[config.mk]
export PLATFORM = sky130hd
export DESIGN_NAME = cv32e40p_hwloop_perm_sequencer
export DESIGN_NICKNAME = d
export VERILOG_FILES = /design/src/rtl/cv32e40p_hwloop_pkg.sv /design/src/rtl/cv32e40p_hwloop_lfsr16.sv /design/src/rtl/cv32e40p_hwloop_perm_sequencer.sv
export SDC_FILE = /design/constraint.sdc
export NUM_CORES = 1
export LEC_CHECK = 0
export BUFFER_PORTS_ARGS = -buffer_cell sky130_fd_sc_hd__buf_4
export CAP_MARGIN = 15
export CORE_MARGIN = 2
export CORE_UTILIZATION = 55
export DETAILED_ROUTE_END_ITERATION = 16
export HOLD_SLACK_MARGIN = 0.06
export PLACE_DENSITY = 0.77
export SETUP_SLACK_MARGIN = 0.2
export SYNTH_ARGS = -nofsm -noshare
export SYNTH_HDL_FRONTEND = slang
export SYNTH_SLANG_ARGS = --single-unit
[constraint.sdc]
create_clock -name clk -period 7.2 [get_ports clk]
set_input_delay 1.44 -clock clk [delete_from_list [all_inputs] [get_ports clk]]
set_output_delay 1.44 -clock clk [all_outputs]
set_load 0.005 [all_outputs]
[src/rtl/cv32e40p_hwloop_pkg.sv]
// Shared hwloop definitions: sequencer states, permutation geometry and the 16-bit LFSR
// used to drive the permuter's control input.
package cv32e40p_hwloop_pkg;

    localparam int unsigned HWLOOP_NUM_INPUT   = 4;
    localparam int unsigned HWLOOP_INPUT_WIDTH = 2;

    localparam logic [15:0] LFSR_RESET_SEED = 16'hACE1;
    // Feedback taps at bits 15, 13, 12 and 10
    localparam logic [15:0] LFSR_TAPS       = 16'hB400;

    typedef enum logic [1:0] {
        SEQ_IDLE  = 2'd0,
        SEQ_ISSUE = 2'd1,
        SEQ_DONE  = 2'd2
    } hwloop_seq_state_e;

    function automatic logic [15:0] lfsr16_step(input logic [15:0] l);
        return {l[14:0], ^(l & LFSR_TAPS)};
    endfunction

endpackage

[src/rtl/cv32e40p_hwloop_lfsr16.sv]
// 16-bit Fibonacci LFSR with seed load; value shows the state in effect this cycle,
// so a seed loaded now is visible immediately.
module cv32e40p_hwloop_lfsr16
    import cv32e40p_hwloop_pkg::*;
(
    input  logic        clk,
    input  logic        rst_n,
    input  logic        load,
    input  logic [15:0] seed,
    input  logic        advance,
    output logic [15:0] value
);

    logic [15:0] state_r;
    logic [15:0] cur_s;
    logic [15:0] next_s;

    // Select the current value (zero seed is remapped) and compute the next state
    always_comb begin
        cur_s  = state_r;
        next_s = state_r;
        if (load) begin
            if (seed == 16'h0000) begin
                cur_s = LFSR_RESET_SEED;
            end else begin
                cur_s = seed;
            end
        end else begin
            cur_s = state_r;
        end
        if (advance) begin
            next_s = lfsr16_step(cur_s);
        end else begin
            next_s = cur_s;
        end
    end

    // LFSR state register
    always_ff @(posedge clk) begin
        if (!rst_n) begin
            state_r <= LFSR_RESET_SEED;
        end else begin
            state_r <= next_s;
        end
    end

    assign value = cur_s;

endmodule

[src/rtl/cv32e40p_hwloop_perm_sequencer.sv]
// Drives the hwloop permuter and issues loop iterations group by group in the order given
// by its permutation vector, skipping tail slots beyond the loop count without bubbles.
module cv32e40p_hwloop_perm_sequencer
    import cv32e40p_hwloop_pkg::*;
#(
    parameter int unsigned NUM_INPUT   = HWLOOP_NUM_INPUT,
    parameter int unsigned INPUT_WIDTH = HWLOOP_INPUT_WIDTH,
    parameter int unsigned CTRL_BITS   = 5,
    parameter int unsigned ITER_WIDTH  = 32
) (
    input  logic                             clk,
    input  logic                             rst_n,
    input  logic                             start_i,
    input  logic                             abort_i,
    input  logic [ITER_WIDTH-1:0]            count_i,
    input  logic [15:0]                      seed_i,
    input  logic [NUM_INPUT*INPUT_WIDTH-1:0] perm_i,
    output logic                             perm_next_o,
    output logic [CTRL_BITS-1:0]             random_o,
    output logic                             iter_valid_o,
    input  logic                             iter_ready_i,
    output logic [ITER_WIDTH-1:0]            iter_idx_o,
    output logic                             busy_o,
    output logic                             done_o
);

    hwloop_seq_state_e      state_r, state_n;
    logic [ITER_WIDTH-1:0]  group_base_r, group_base_n;
    logic [ITER_WIDTH-1:0]  count_r, count_n;
    logic [INPUT_WIDTH-1:0] slot_r, slot_n;

    logic [ITER_WIDTH-1:0]  rem_s;
    logic [INPUT_WIDTH-1:0] entry_s [NUM_INPUT];
    logic [NUM_INPUT-1:0]   live_s;
    logic                   found_s;
    logic                   more_s;
    logic [INPUT_WIDTH-1:0] cur_slot_s;
    logic [INPUT_WIDTH-1:0] cur_entry_s;

    logic                   perm_next_s, valid_s, done_s, load_s;
    logic [ITER_WIDTH-1:0]  idx_s;
    logic [15:0]            lfsr_value_s;

    // A slot is live when its iteration lies below the loop count; rem never underflows
    always_comb begin
        rem_s = count_r - group_base_r;
        for (int s = 0; s < NUM_INPUT; s++) begin
            entry_s[s] = perm_i[s*INPUT_WIDTH +: INPUT_WIDTH];
            live_s[s]  = (rem_s >= ITER_WIDTH'(NUM_INPUT)) ||
                         (ITER_WIDTH'(entry_s[s]) < rem_s);
        end
    end

    // Priority encoder: first live slot at or after slot_r, and whether another follows it
    always_comb begin
        found_s    = 1'b0;
        more_s     = 1'b0;
        cur_slot_s = '0;
        for (int s = 0; s < NUM_INPUT; s++) begin
            if (live_s[s] && (INPUT_WIDTH'(s) >= slot_r)) begin
                if (!found_s) begin
                    found_s    = 1'b1;
                    cur_slot_s = INPUT_WIDTH'(s);
                end else begin
                    more_s = 1'b1;
                end
            end else begin
                more_s = more_s;
            end
        end
        cur_entry_s = entry_s[cur_slot_s];
    end

    // Next-state and output logic
    always_comb begin
        state_n      = state_r;
        group_base_n = group_base_r;
        count_n      = count_r;
        slot_n       = slot_r;
        perm_next_s  = 1'b0;
        valid_s      = 1'b0;
        idx_s        = '0;
        done_s       = 1'b0;
        load_s       = 1'b0;
        case (state_r)
            SEQ_IDLE: begin
                if (start_i) begin
                    load_s       = 1'b1;
                    count_n      = count_i;
                    group_base_n = '0;
                    slot_n       = '0;
                    if (count_i != '0) begin
                        perm_next_s = 1'b1;
                        state_n     = SEQ_ISSUE;
                    end else begin
                        state_n = SEQ_DONE;
                    end
                end else begin
                    state_n = SEQ_IDLE;
                end
            end
            SEQ_ISSUE: begin
                if (abort_i) begin
                    state_n = SEQ_IDLE;
                end else begin
                    valid_s = found_s;
                    idx_s   = group_base_r + ITER_WIDTH'(cur_entry_s);
                    if (found_s && iter_ready_i) begin
                        if (more_s) begin
                            slot_n = cur_slot_s + INPUT_WIDTH'(1);
                        end else if (rem_s <= ITER_WIDTH'(NUM_INPUT)) begin
                            state_n = SEQ_DONE;
                        end else begin
                            // Back-to-back groups: request the next permutation now
                            group_base_n = group_base_r + ITER_WIDTH'(NUM_INPUT);
                            slot_n       = '0;
                            perm_next_s  = 1'b1;
                        end
                    end else begin
                        slot_n = slot_r;
                    end
                end
            end
            SEQ_DONE: begin
                state_n = SEQ_IDLE;
                if (abort_i) begin
                    done_s = 1'b0;
                end else begin
                    done_s = 1'b1;
                end
            end
            default: begin
                state_n = SEQ_IDLE;
            end
        endcase
    end

    // Sequencer state registers
    always_ff @(posedge clk) begin
        if (!rst_n) begin
            state_r      <= SEQ_IDLE;
            group_base_r <= '0;
            count_r      <= '0;
            slot_r       <= '0;
        end else begin
            state_r      <= state_n;
            group_base_r <= group_base_n;
            count_r      <= count_n;
            slot_r       <= slot_n;
        end
    end

    cv32e40p_hwloop_lfsr16 u_lfsr (
        .clk     (clk),
        .rst_n   (rst_n),
        .load    (load_s),
        .seed    (seed_i),
        .advance (perm_next_s),
        .value   (lfsr_value_s)
    );

    assign perm_next_o  = perm_next_s;
    assign random_o     = lfsr_value_s[CTRL_BITS-1:0];
    assign iter_valid_o = valid_s;
    assign iter_idx_o   = idx_s;
    assign busy_o       = (state_r != SEQ_IDLE);
    assign done_o       = done_s;

endmodule

Word level (Yosys, flattened, before mapping)
Cells that the tools add are included.
Widths: inputs -> output; s select.
{ "word_totals": {"regBits": 84, "latchBits": 0, "ram_bits": 0, "romBits": 0, "input_bits": 61, "out_inout_bits": 41, "word_cells": 107, "memories": 0} }
{ "classes": {"add_sub_neg": 4, "multipliers": 0, "n_div": 0, "n_lt_le_gt_ge": 11, "n_eq_ne": 11, "shift": 0, "mux": 56, "bitwise_logic": 1, "n_reduce_logical": 19} }
{ "op_table": {"columns": ["op", "n"], "rows": [
  ["$mux 32", 7],
  ["$lt 2x32->1", 4],
  ["$pmux 32 s2", 1],
  ["$mux 16", 3],
  ["$mux 2", 17],
  ["$add 32x2->32", 1],
  ["$add 32x3->32 const B", 1],
  ["$ge 32x3->1 const B", 1],
  ["$le 32x3->1 const B", 1],
  ["$reduce_bool 32->1", 1],
  ["$sub 32x32->32", 1],
  ["$mux 1", 24],
  ["$logic_not 16->1", 1],
  ["$reduce_xor 16->1", 1],
  ["$ne 3x3->1 const B", 4],
  ["$ne 2x2->1 const B", 5],
  ["$pmux 2 s2", 2],
  ["$reduce_and 6->1", 1],
  ["$logic_and 1x1->1", 5],
  ["$reduce_and 5->1", 1],
  ["$bmux 2 s2", 1],
  ["$ge 1x2->1 const A", 2],
  ["$ge 2x2->1 const A", 2],
  ["$logic_or 1x1->1", 4],
  ["10 further kinds", 11]
]} }

Logic depth before layout (Yosys ltp)
Gate-level depths: netlist of run 1.
{ "logic_depth": {"ltp_word": 18, "depth_mapped": 22, "depth_no_buf": 21} }

By module
From an unflattened synthesis of run 1, not the netlist that was laid out.
{ "unflattened": {"cells_unflattened": 923, "area_unflattened_um2": 6747.7} }
{ "by_module_without_submodules": {"columns": ["mod", "instances", "cells_each", "area_per_inst_um2", "seq_area_each_um2"], "rows": [
  ["cv32e40p_hwloop_perm_sequencer", 1, 819, 5809.3, 1321.3],
  ["cv32e40p_hwloop_lfsr16", 1, 104, 938.4, 320.3]
]} }

Least setup slack after synthesis of run 1
OpenSTA, ideal clock, no wires.
{ "synth_timing": {"kind": "reg-to-output", "from": "reg group_base_r[7]", "to": "out iter_idx_o[1]", "arrival_time_ns": 4.419, "required_time_ns": 5.760, "path_slack_ns": 1.341, "stages_incl_launch_ff": 19, "path_buffers": 1, "cell_sequence": "dfxtp_1 > inv_1 > ha_1 > buf_6 > a21oi_4 > o21ai_2 > a311o_1 > a211oi_2 > a211oi_1 > or4_1 > or3_1 > o21bai_4 > nor3_2 > o21ai_0 > a22o_1 > a211oi_1 > a21oi_1 > ha_1 > and2_1"} }
{ "synth_via": {"elab_chain_len": 18, "elab_cells_between_ends": 30, "classes_between": "add/sub: 2; order compare: 5; mux: 14; bitwise: 1; reduce/logical: 8"} }
{ "synth_lines": {"columns": ["element", "line", "text"], "rows": [
  ["start: declaration", "cv32e40p_hwloop_perm_sequencer.sv:28", "logic [ITER_WIDTH-1:0] group_base_r, group_base_n;"],
  ["start signal: assignment", "cv32e40p_hwloop_perm_sequencer.sv:147", "group_base_r <= group_base_n;"],
  ["$sub 32x32->32 (*)", "cv32e40p_hwloop_perm_sequencer.sv:46", "rem_s = count_r - group_base_r;"],
  ["$ge 32x3->1 or $lt 2x32->1 (tied branches)", "cv32e40p_hwloop_perm_sequencer.sv:49, cv32e40p_hwloop_perm_sequencer.sv:50", null],
  ["$logic_or 1x1->1", "cv32e40p_hwloop_perm_sequencer.sv:49", "live_s[s] = (rem_s >= ITER_WIDTH'(NUM_INPUT)) ||"],
  ["$logic_and 1x1->1", "cv32e40p_hwloop_perm_sequencer.sv:60", "if (live_s[s] && (INPUT_WIDTH'(s) >= slot_r)) begin"],
  ["$mux 1", "cv32e40p_hwloop_perm_sequencer.sv:60", null],
  ["$mux 1", "cv32e40p_hwloop_perm_sequencer.sv:61", "if (!found_s) begin"],
  ["$mux 1", "cv32e40p_hwloop_perm_sequencer.sv:60", null],
  ["$mux 2", "cv32e40p_hwloop_perm_sequencer.sv:61", null],
  ["$mux 2", "cv32e40p_hwloop_perm_sequencer.sv:60", null],
  ["$mux 2", "cv32e40p_hwloop_perm_sequencer.sv:61", null],
  ["$mux 2 (*)", "cv32e40p_hwloop_perm_sequencer.sv:60", null],
  ["$not 2->3 (implied by the code) (*)", "cv32e40p_hwloop_perm_sequencer.sv:71", "cur_entry_s = entry_s[cur_slot_s];"],
  ["$bmux 2 s2 (*)", "cv32e40p_hwloop_perm_sequencer.sv:71", null],
  ["$mux 2 (implied by the code) (*) (2 in a row)", "cv32e40p_hwloop_perm_sequencer.sv:71", null],
  ["$add 32x2->32 (*)", "cv32e40p_hwloop_perm_sequencer.sv:107", "idx_s = group_base_r + ITER_WIDTH'(cur_entry_s);"],
  ["$mux 32 (*)", "cv32e40p_hwloop_perm_sequencer.sv:103", "if (abort_i) begin"],
  ["$mux 32 (*)", "cv32e40p_hwloop_perm_sequencer.sv:85", "case (state_r)"],
  ["end: declaration", "cv32e40p_hwloop_perm_sequencer.sv:22", "output logic [ITER_WIDTH-1:0] iter_idx_o,"]
]} }
Mark *: on every way between the ends. The rest lies on a longest branch, timed or not. The select of a mux whose other input is x is not followed.

Worst setup path after layout of run 1
{ "layout_timing": {"from": "reg group_base_r[4]", "to": "out iter_idx_o[1]"} }
Same word-level chain as after synthesis.

==> results.toml, run 1 <==
[timing]
min_period_over_period_pct = 91.23
worst_pin_slew_ns = 0.9540
fin_skew_ns = 0.01026
finalSetupViolations = 0
rsz0062_at_grt = "false"
finalHoldWorstSlack_ns = 0.4716
slew_headroom_pct = 36.24
tns_ns = 0
hold_violations = 0
fin_crit_ns = 6.569
slew_viol_final = 0
fmaxAchievable_ghz = 0.1522

[placed_design]
place.gp.congestion = 0.9926
port-buffer-count = 101
dp_hpwl_um = 16070

[route]
num_vias = 7158
ant_nets = 0
routed.top_layer = "met4"
wl_per_cell_um = 18.08
wl_um = 21320
via_per_inst = 6.071
wl_met1_um = 9275
dr.pass1.iters = 5
dr_wl_met3_um = 1556
drc_errors = 0
wl_met2_um = 9732
drtIter0Drc = 625

[yosys]
syn_avg_cell_area_um2 = 7.338
yosysWarningCount = 0
ys_seq_area_share_pct = 23.85
synthArstFlopShare_pct = 0
synthFlopType = "dfxtp_1"
yosysMostFrequentCell = "nand2_1"
syn-cell-area_um2 = 6883
yosysTopAreaCell = "dfxtp_1"
synthCells = 938
yosysUniqueCellTypes = 81
synthTopCellsByArea = "dfxtp_1, nand2_1, ha_1"
ys_top_cells_by_count = "nand2_1, nor2_1, dfxtp_1"
synth-seq-cells = 82
synth_edf_count = 0
netlist.area_leader.share_pct = 23.85

[grt]
grt_pass1_wl_um = 33290
track_usage_pct = 32.03
antenna_found_initial = 0
grt-ovfl-total = 0
grt_max_degree = 60
grt_pass1_vias = 6382

[cts]
clockBufferDepth = 2
root_buffer = "clkbuf_16"
clk_latency_ns = 0.36
clock_sinks = 82
path_clk_slew_ns = 0.06
cts-buffers-inserted = 9
htree_levels = 3
cts_hold_buf = 0
cts_tree = "built"

[critical_path]
crit_type = "flop to output port"
rr_worst_depth = 16
cp-end-kind = "output port"
required_ns = 5.76
path_max_fanout = 7
rrSetupSlack_ns = 1.83
start_kind = "flop"
r2r_end = "group_base_r[7]"
timing.rr.start = "group_base_r[2]"
crit_arrival_ns = 5.13

[pwr]
p_leak_nw = 3.317
ir_drop_uv = 168.5
powerDensity_nw_per_um2 = 177.8

[worst_hold_path]
hold_path_class = "flop to flop"
hold-path-endpoint = "count_r[13]"
whs_path_depth = 2
hold_path.startpoint = "count_r[13]"

[floorplanning]
initial_utilization_pct = 56.83
die_w_um = 115.9
core_um2 = 12110
core.rowCount = 40
dieArea_um2 = 13420
ios = 102
die_y_um = 115.9

[layout]
fin_nets = 1104
drive_gt1_share_pct = 15.23
antenna_cells = 0
syn2layout_area_growth_pct = 16.34

[job]
max-cap-violations = 0

[outcome]
outcome = "finished, final reports clean"
[stage by stage]
stage          total power [mW]  util (%)  instance area, um2  setup WS [ns]  cells
5_1_grt                   1.489     66.12                8008         0.2802   1179
3_5_place_dp             0.9222     63.26                7662         0.7542   1161
4_1_cts                   1.417     65.85                7975         0.3786   1177
2_1_floorplan            0.8050         -                6887          1.341    939
3_3_place_gp             0.9211     63.26                7662         0.8366   1161
6_report                  1.424     66.12                8008         0.6314   1179
[flip-flops by register name, indices dropped and copies added (netlist names)]
signal	cells
u_lfsr.state_r	16
group_base_r	30
state_r	2
slot_r	2
count_r	32
[placed cells by master, fill, tap and decap left out, types with 8 or more instances in the layout]
cell / n
nand2_1: 162
buf_4: 105
nor2_1: 83
dfxtp_1: 82
a21oi_1: 48
inv_1: 47
ha_1: 37
o21ai_0: 36
a21boi_0: 35
xnor2_1: 30
mux2i_1: 21
nor3_1: 20
nand4_1: 18
nand3_1: 18
nor4_1: 18
and2_1: 17
a211oi_1: 16
and3_1: 15
o21a_1: 14
or3_1: 14
a21o_1: 12
nand2b_1: 9
o211ai_1: 9
o211a_1: 9
clkbuf_16: 9
xor2_1: 8
o22ai_1: 8
[logic make-up (layout without fill, tap and decap cells)]
logic type	after synthesis	after routing	share of synthesized area [%]
simple gates	406	406	28.03
compound gates	255	255	27.65
buf+inv	97	169	5.744
flops	82	82	23.85
xor+xnor	38	38	4.835
fa+ha+maj	37	37	6.726
mux	21	21	3.054
other cells	2	3	0.1091
[area by class of cell]
type,instances,area [um2]
clock buffer,11,252.7
clock inverter,5,60.06
multi-input combinational,760,4866
tap,168,210.2
sequential,82,1642
timing repair buffer,106,800.8
inverter,47,176.4
fill,1127,4104
[where the power goes]
part	switching, mW	total (mW)	internal, mW
registers	0.0116	0.485	0.474
logic	0.260	0.440	0.179
clock network	0.209	0.498	0.290
total	0.481	1.42	0.943
[worst max-delay path, stage by stage, from the launching register on]
cell	delay, ns
dfxtp_1	0.42
inv_1	0.12
ha_1	0.42
nand2_1	0.14
o21bai_1	0.30
o2111ai_1	0.29
a31oi_2	0.32
xor2_1	0.13
or3_1	0.38
nor4_1	0.30
nand4b_1	0.32
nor3_4	0.36
o21ai_0	0.13
a22o_1	0.30
a211oi_1	0.23
a21oi_1	0.07
ha_1	0.29
and2_1	0.13
buf_4	0.13
[routing by layer]
layer	track usage [%]	vias to the layer above
met1	41.16	3278
met3	6.956	57
li1	-	3517
met4	11.90	0
met5	0	-
met2	52.90	306
[how the worst max path moves through the flow]
stage,startpoint,to,slack (ns),depth (start not counted)
2_1_floorplan,group_base_r[7],iter_idx_o[1],1.34,18
3_3_place_gp,group_base_r[16],iter_idx_o[1],0.84,18
3_5_place_dp,group_base_r[7],iter_idx_o[1],0.75,18
4_1_cts,group_base_r[7],iter_idx_o[1],0.38,18
5_1_grt,group_base_r[3],iter_idx_o[1],0.28,18
6_report,group_base_r[4],iter_idx_o[1],0.63,18
[what timing repair did]
item / 4_1_cts / 5_1_grt
endpoints found under the setup margin: 0 / 1
gates resized for setup: 0 / 2
buffers inserted: 0 / 2
Power figures use the tool's default switching activity.
==> run 2, diff against run 1 <==
PLACE_DENSITY = not set   (was 0.77)
PLACE_DENSITY_LB_ADDON = 0.2   (was not set)
TNS_END_PERCENT = 30   (was not set)
==> results.toml, run 2 (synthesis results as in run 1) <==
[critical_path]
worstSetupStartpoint = "group_base_r[4]"
crit_family = "simple AND/OR/NAND/NOR gates"
r2r_end = "group_base_r[7]"
crit_type = "flop to output port"
cp_num_buf_inv = 3
rrSetupSlack_ns = 1.87
path_max_fanout = 7
rr_worst_depth = 16
cp-end-kind = "output port"
endpoint = "iter_idx_o[1]"
slowest_stage = "dfxtp_1"
crit_arrival_ns = 5.29
required_ns = 5.76
slowest_delay_ns = 0.42
cp_num_cells = 19
worstPathCellList = "inv_1 > ha_1 > nand2_1 > o21bai_1 > o2111ai_1 > a31oi_1 > xor2_1 > or3_1 > nor4_1 > nand4b_1 > nor3_4 > buf_4 > a21o_1 > nand2_1 > a211oi_1 > a21oi_1 > ha_1 > and2_1 > buf_4"
start_kind = "flop"
timing.rr.start = "group_base_r[4]"

[route]
via_per_inst = 6.085
wl_per_cell_um = 17.83
ant_nets = 0
num_vias = 7192
drtIter0Drc = 755
drc_errors = 0
wl_um = 21070
dr.pass1.iters = 5

[pwr]
powerDensity_nw_per_um2 = 183.5
ir_drop_uv = 152.8
power.total_mw = 1.478
p_leak_nw = 3.328

[layout]
drive_gt1_share_pct = 15.38
fill_cells = 1112
largestRegisters = "count_r: 32 flops, group_base_r: 30 flops, u_lfsr.state_r: 16 flops"
multi_input_area_um2 = 4858
fin_nets = 1107
seq_area_um2 = 1642
syn2layout_area_growth_pct = 17.02
top_register = "count_r"
antenna_cells = 0
layout_common_cells = "nand2_1, buf_4, nor2_1, dfxtp_1, a21oi_1"
largest_reg_flops = 32
final_common_cell = "nand2_1"

[cts]
cts_hold_buf = 0
cts_tree = "built"
clock_sinks = 82
htree_levels = 3
path_clk_slew_ns = 0.06
clk_latency_ns = 0.37
root_buffer = "clkbuf_16"
cts-buffers-inserted = 9
clockBufferDepth = 2

[timing]
rsz0062_at_grt = "false"
fmaxAchievable_ghz = 0.1486
hold_violations = 0
slew_viol_final = 0
fin_crit_ns = 6.729
slew_headroom_pct = 40.17
min_period_over_period_pct = 93.46
fin_skew_ns = 0.007871
finalSetupViolations = 0
setup_slack_ns = 0.4707
worst_pin_slew_ns = 0.8953
tns_ns = 0

[placed_design]
pre_cts_slack_ns = 0.7752
port-buffer-count = 101
place.gp.congestion = 1.049
dp_hpwl_um = 15850

[floorplanning]
die_w_um = 115.9
core_um2 = 12110
ios = 102
core.rowCount = 40
initial_utilization_pct = 56.83
dieArea_um2 = 13420
die_y_um = 115.9

[grt]
track_usage_pct = 31.82
grt-ovfl-total = 0
antenna_found_initial = 0
grt_max_degree = 60
grt_pass1_vias = 6647
grt_pass1_wl_um = 33260

[worst_hold_path]
hold_path_class = "flop to flop"

[outcome]
outcome = "finished, final reports clean"

[job]
max-cap-violations = 0
-- run 2: cell count changes in the layout (fill, tap and decap cells not counted), sizes merged --
cell / change
dlymetal6s2s: -1
clkbuf: -2
bufinv: +2
buf: +4
-- run 2: layout make-up --
class | count | share of cell area (%)
Inverter | 47 | 2.190
Tap cell | 168 | 2.610
Timing Repair Buffer | 109 | 10.16
Multi-Input combinational cell | 760 | 60.32
Clock buffer | 9 | 2.796
Clock inverter | 7 | 1.538
Sequential cell | 82 | 20.38
-- run 2: metal layers --
metal	track usage, %	wire [um]	vias up
met5	0	0	-
met3	5.282	1518	46
met4	14.05	695	0
met2	52.40	9633	296
met1	41.12	9223	3327
li1	-	-	3523
-- run 2: where the power goes --
| group | leakage (nW) | switching (mW) | total, mW | internal [mW] |
|---|---|---|---|---|
| clock | 0.167 | 0.212 | 0.553 | 0.342 |
| sequential | 0.670 | 0.0119 | 0.486 | 0.474 |
| combinational | 2.49 | 0.259 | 0.438 | 0.179 |
-- run 2: worst min-delay path, stage by stage, from the launching register on --
cell and delay (ns):
dfxtp_1 0.31, nand2_1 0.05, a21boi_0 0.06
-- run 2: worst min path at each step --
stage / start / depth (start not counted) / end
6_report: count_r[11] / 2 / count_r[11]
5_1_grt: count_r[7] / 2 / count_r[7]
4_1_cts: count_r[11] / 2 / count_r[11]
3_5_place_dp: count_r[11] / 2 / count_r[11]
3_3_place_gp: count_r[11] / 2 / count_r[11]
2_1_floorplan: count_r[10] / 2 / count_r[10]
-- run 2: repair_timing --
| action | CTS | global route |
|---|---|---|
| resized for setup | 0 | 1 |
| setup endpoints to repair | 0 | 1 |
| buffers inserted | 0 | 3 |
| endpoints found under the hold margin | 0 | 0 |
-- run 2: per-stage QoR --
| stage | utilization [%] | instances | area (um2) | hold WS (ns) |
|---|---|---|---|---|
| after detailed placement | 63.38 | 1163 | 7676 | 0.4693 |
| after global placement | 63.38 | 1163 | 7676 | 0.4603 |
| final | 66.50 | 1182 | 8054 | 0.4732 |
| after floorplan | - | 939 | 6887 | 0.4472 |
| after global routing | 66.50 | 1182 | 8054 | 0.4976 |
| after CTS | 66.26 | 1179 | 8025 | 0.4781 |
==> run 3, diff against run 2 <==
ABC_AREA = 1   (was not set)
BUFFER_PORTS_ARGS = not set   (was -buffer_cell sky130_fd_sc_hd__buf_4)
CTS_CLUSTER_SIZE = 10   (was not set)
DONT_BUFFER_PORTS = 1   (was not set)
==> results.toml, run 3 <==
[critical_path]
crit_type = "flop to output port"
required_ns = 5.76
path_max_fanout = 8
crit_arrival_ns = 4.25
start_kind = "flop"
slowest_delay_ns = 0.57
cp-end-kind = "output port"
crit_top_cell = "nand2_1"
cp_num_buf_inv = 4
crit_family = "simple AND/OR/NAND/NOR gates"
slowest_stage = "ha_1"

[yosys]
ys_seq_area_share_pct = 20.69
yosysTopAreaCell = "dfxtp_1"
syn-cell-area_um2 = 7933
synthArstFlopShare_pct = 0
syn_avg_cell_area_um2 = 5.670
synthCells = 1399
yosysWarningCount = 0
synthTopCellsByArea = "dfxtp_1, nand2_1, nor2_1"
synthFlopType = "dfxtp_1"
netlist.area_leader.share_pct = 20.69
synth_edf_count = 0
yosysMostFrequentCell = "nand2_1"
synth-seq-cells = 82
ys_top_cells_by_count = "nand2_1, nor2_1, inv_1"
yosysUniqueCellTypes = 45

[layout]
syn2layout_area_growth_pct = 4.984
layout_common_cells = "nand2_1, nor2_1, inv_1, dfxtp_1, a21oi_1"
largestRegisters = "count_r: 32 flops, group_base_r: 30 flops, u_lfsr.state_r: 16 flops"
fin_nets = 1476
antenna_cells = 0
top_register = "count_r"
drive_gt1_share_pct = 7.231
final_common_cell = "nand2_1"
largest_reg_flops = 32

[cts]
root_buffer = "clkbuf_16"
post_cts_buffers = 0
cts-buffers-inserted = 9
clk_latency_ns = 0.36
cts_tree = "built"
cts_hold_buf = 0
clockBufferDepth = 2
path_clk_slew_ns = 0.06
htree_levels = 3
clock_sinks = 82
cts_resized = 0

[grt]
grt_pass1_vias = 7889
track_usage_pct = 33.21
antenna_found_initial = 1
grt-ovfl-total = 0
grt_max_degree = 61
grt_pass1_wl_um = 39470

[route]
wl_per_cell_um = 16.12
drc_errors = 0
dr.pass1.iters = 5
via_per_inst = 5.503
ant_nets = 0
num_vias = 8601
drtIter0Drc = 880
wl_um = 25190

[timing]
finalHoldWorstSlack_ns = 0.4678
worst_pin_slew_ns = 0.7216
setup_slack_ns = 1.509
slew_viol_final = 0
fin_crit_ns = 5.691
tns_ns = 0
finalSetupViolations = 0
hold_violations = 0
slew_headroom_pct = 51.72
min_period_over_period_pct = 79.04
rsz0062_at_grt = "false"
fmaxAchievable_ghz = 0.1757
fin_skew_ns = 0.01010

[placed_design]
place.gp.congestion = 1.016
port-buffer-count = 0
pre_cts_slack_ns = 1.954
dp_hpwl_um = 19610

[floorplanning]
dieArea_um2 = 15400
initial_utilization_pct = 56.71
core.rowCount = 43
die_w_um = 124.1
ios = 102
die_y_um = 124.1
core_um2 = 13990

[pwr]
power.total_mw = 1.556
ir_drop_uv = 152.1
powerDensity_nw_per_um2 = 186.8
p_leak_nw = 3.884

[job]
max-cap-violations = 0

[worst_hold_path]
hold_path_class = "flop to flop"

[outcome]
outcome = "finished, final reports clean"
-- run 3: cell types whose count changed after synthesis, moves of 30 or more --
cell	delta
inv_1	+167
a21boi_0	-34
nand3_1	+54
nand4_1	+30
nor2_1	+138
nand2_1	+210
-- run 3: where the power goes --
group / switching (mW) / internal [mW]
Combinational: 0.401 / 0.189
Sequential: 0.0184 / 0.482
Clock: 0.214 / 0.252
-- run 3: routing by layer --
metal | global-route usage, % | up-vias | part of all wire [%]
met5 | 0 | - | 0.040
met4 | 11.66 | 2 | 3.0
met2 | 51.95 | 381 | 43
met1 | 45.06 | 3784 | 45
met3 | 7.189 | 63 | 9.3
li1 | - | 4371 | -
-- run 3: final cells by class --
cell class,count,area (um2)
fill,1467,5660
multi-input combinational,1044,5210
sequential,82,1642
inverter,233,874.6
clock buffer,10,239.0
tap,180,225.2
timing repair buffer,8,80.08
clock inverter,6,57.56
-- run 3: worst paths after layout --
kind,start,endpoint,slack [ns],depth (start not counted)
worst min-delay path,group_base_r[19],group_base_r[19],0.47,2
worst min register to register,group_base_r[19],group_base_r[19],0.47,2
worst max-delay path,group_base_r[19],iter_idx_o[1],1.51,26
worst max register to register,group_base_r[19],group_base_r[5],2.79,23
-- run 3: cell families after synthesis --
family	count (synthesis)	synth area share (%)
AND/OR/NAND/NOR	814	44.92
AO/OA/AOI/OAI	151	10.44
adder cells (fa/ha/maj)	37	5.836
buffers and inverters	274	13.71
XOR/XNOR	39	4.306
other	2	0.09467
flip-flops	82	20.69
-- run 3: worst min-delay path, delay by kind of cell (launching register included) --
family | cells | cell delay [ns]
compound gates | 1 | 0.05
flops | 1 | 0.31
simple gates | 1 | 0.06
-- run 3: stage by stage --
step	instances	instance area [um2]	utilization, %
2_1_floorplan	1400	7936	-
3_3_place_gp	1546	8004	57.22
3_5_place_dp	1546	8004	57.22
4_1_cts	1562	8300	59.34
5_1_grt	1563	8328	59.53
6_report	1563	8328	59.53
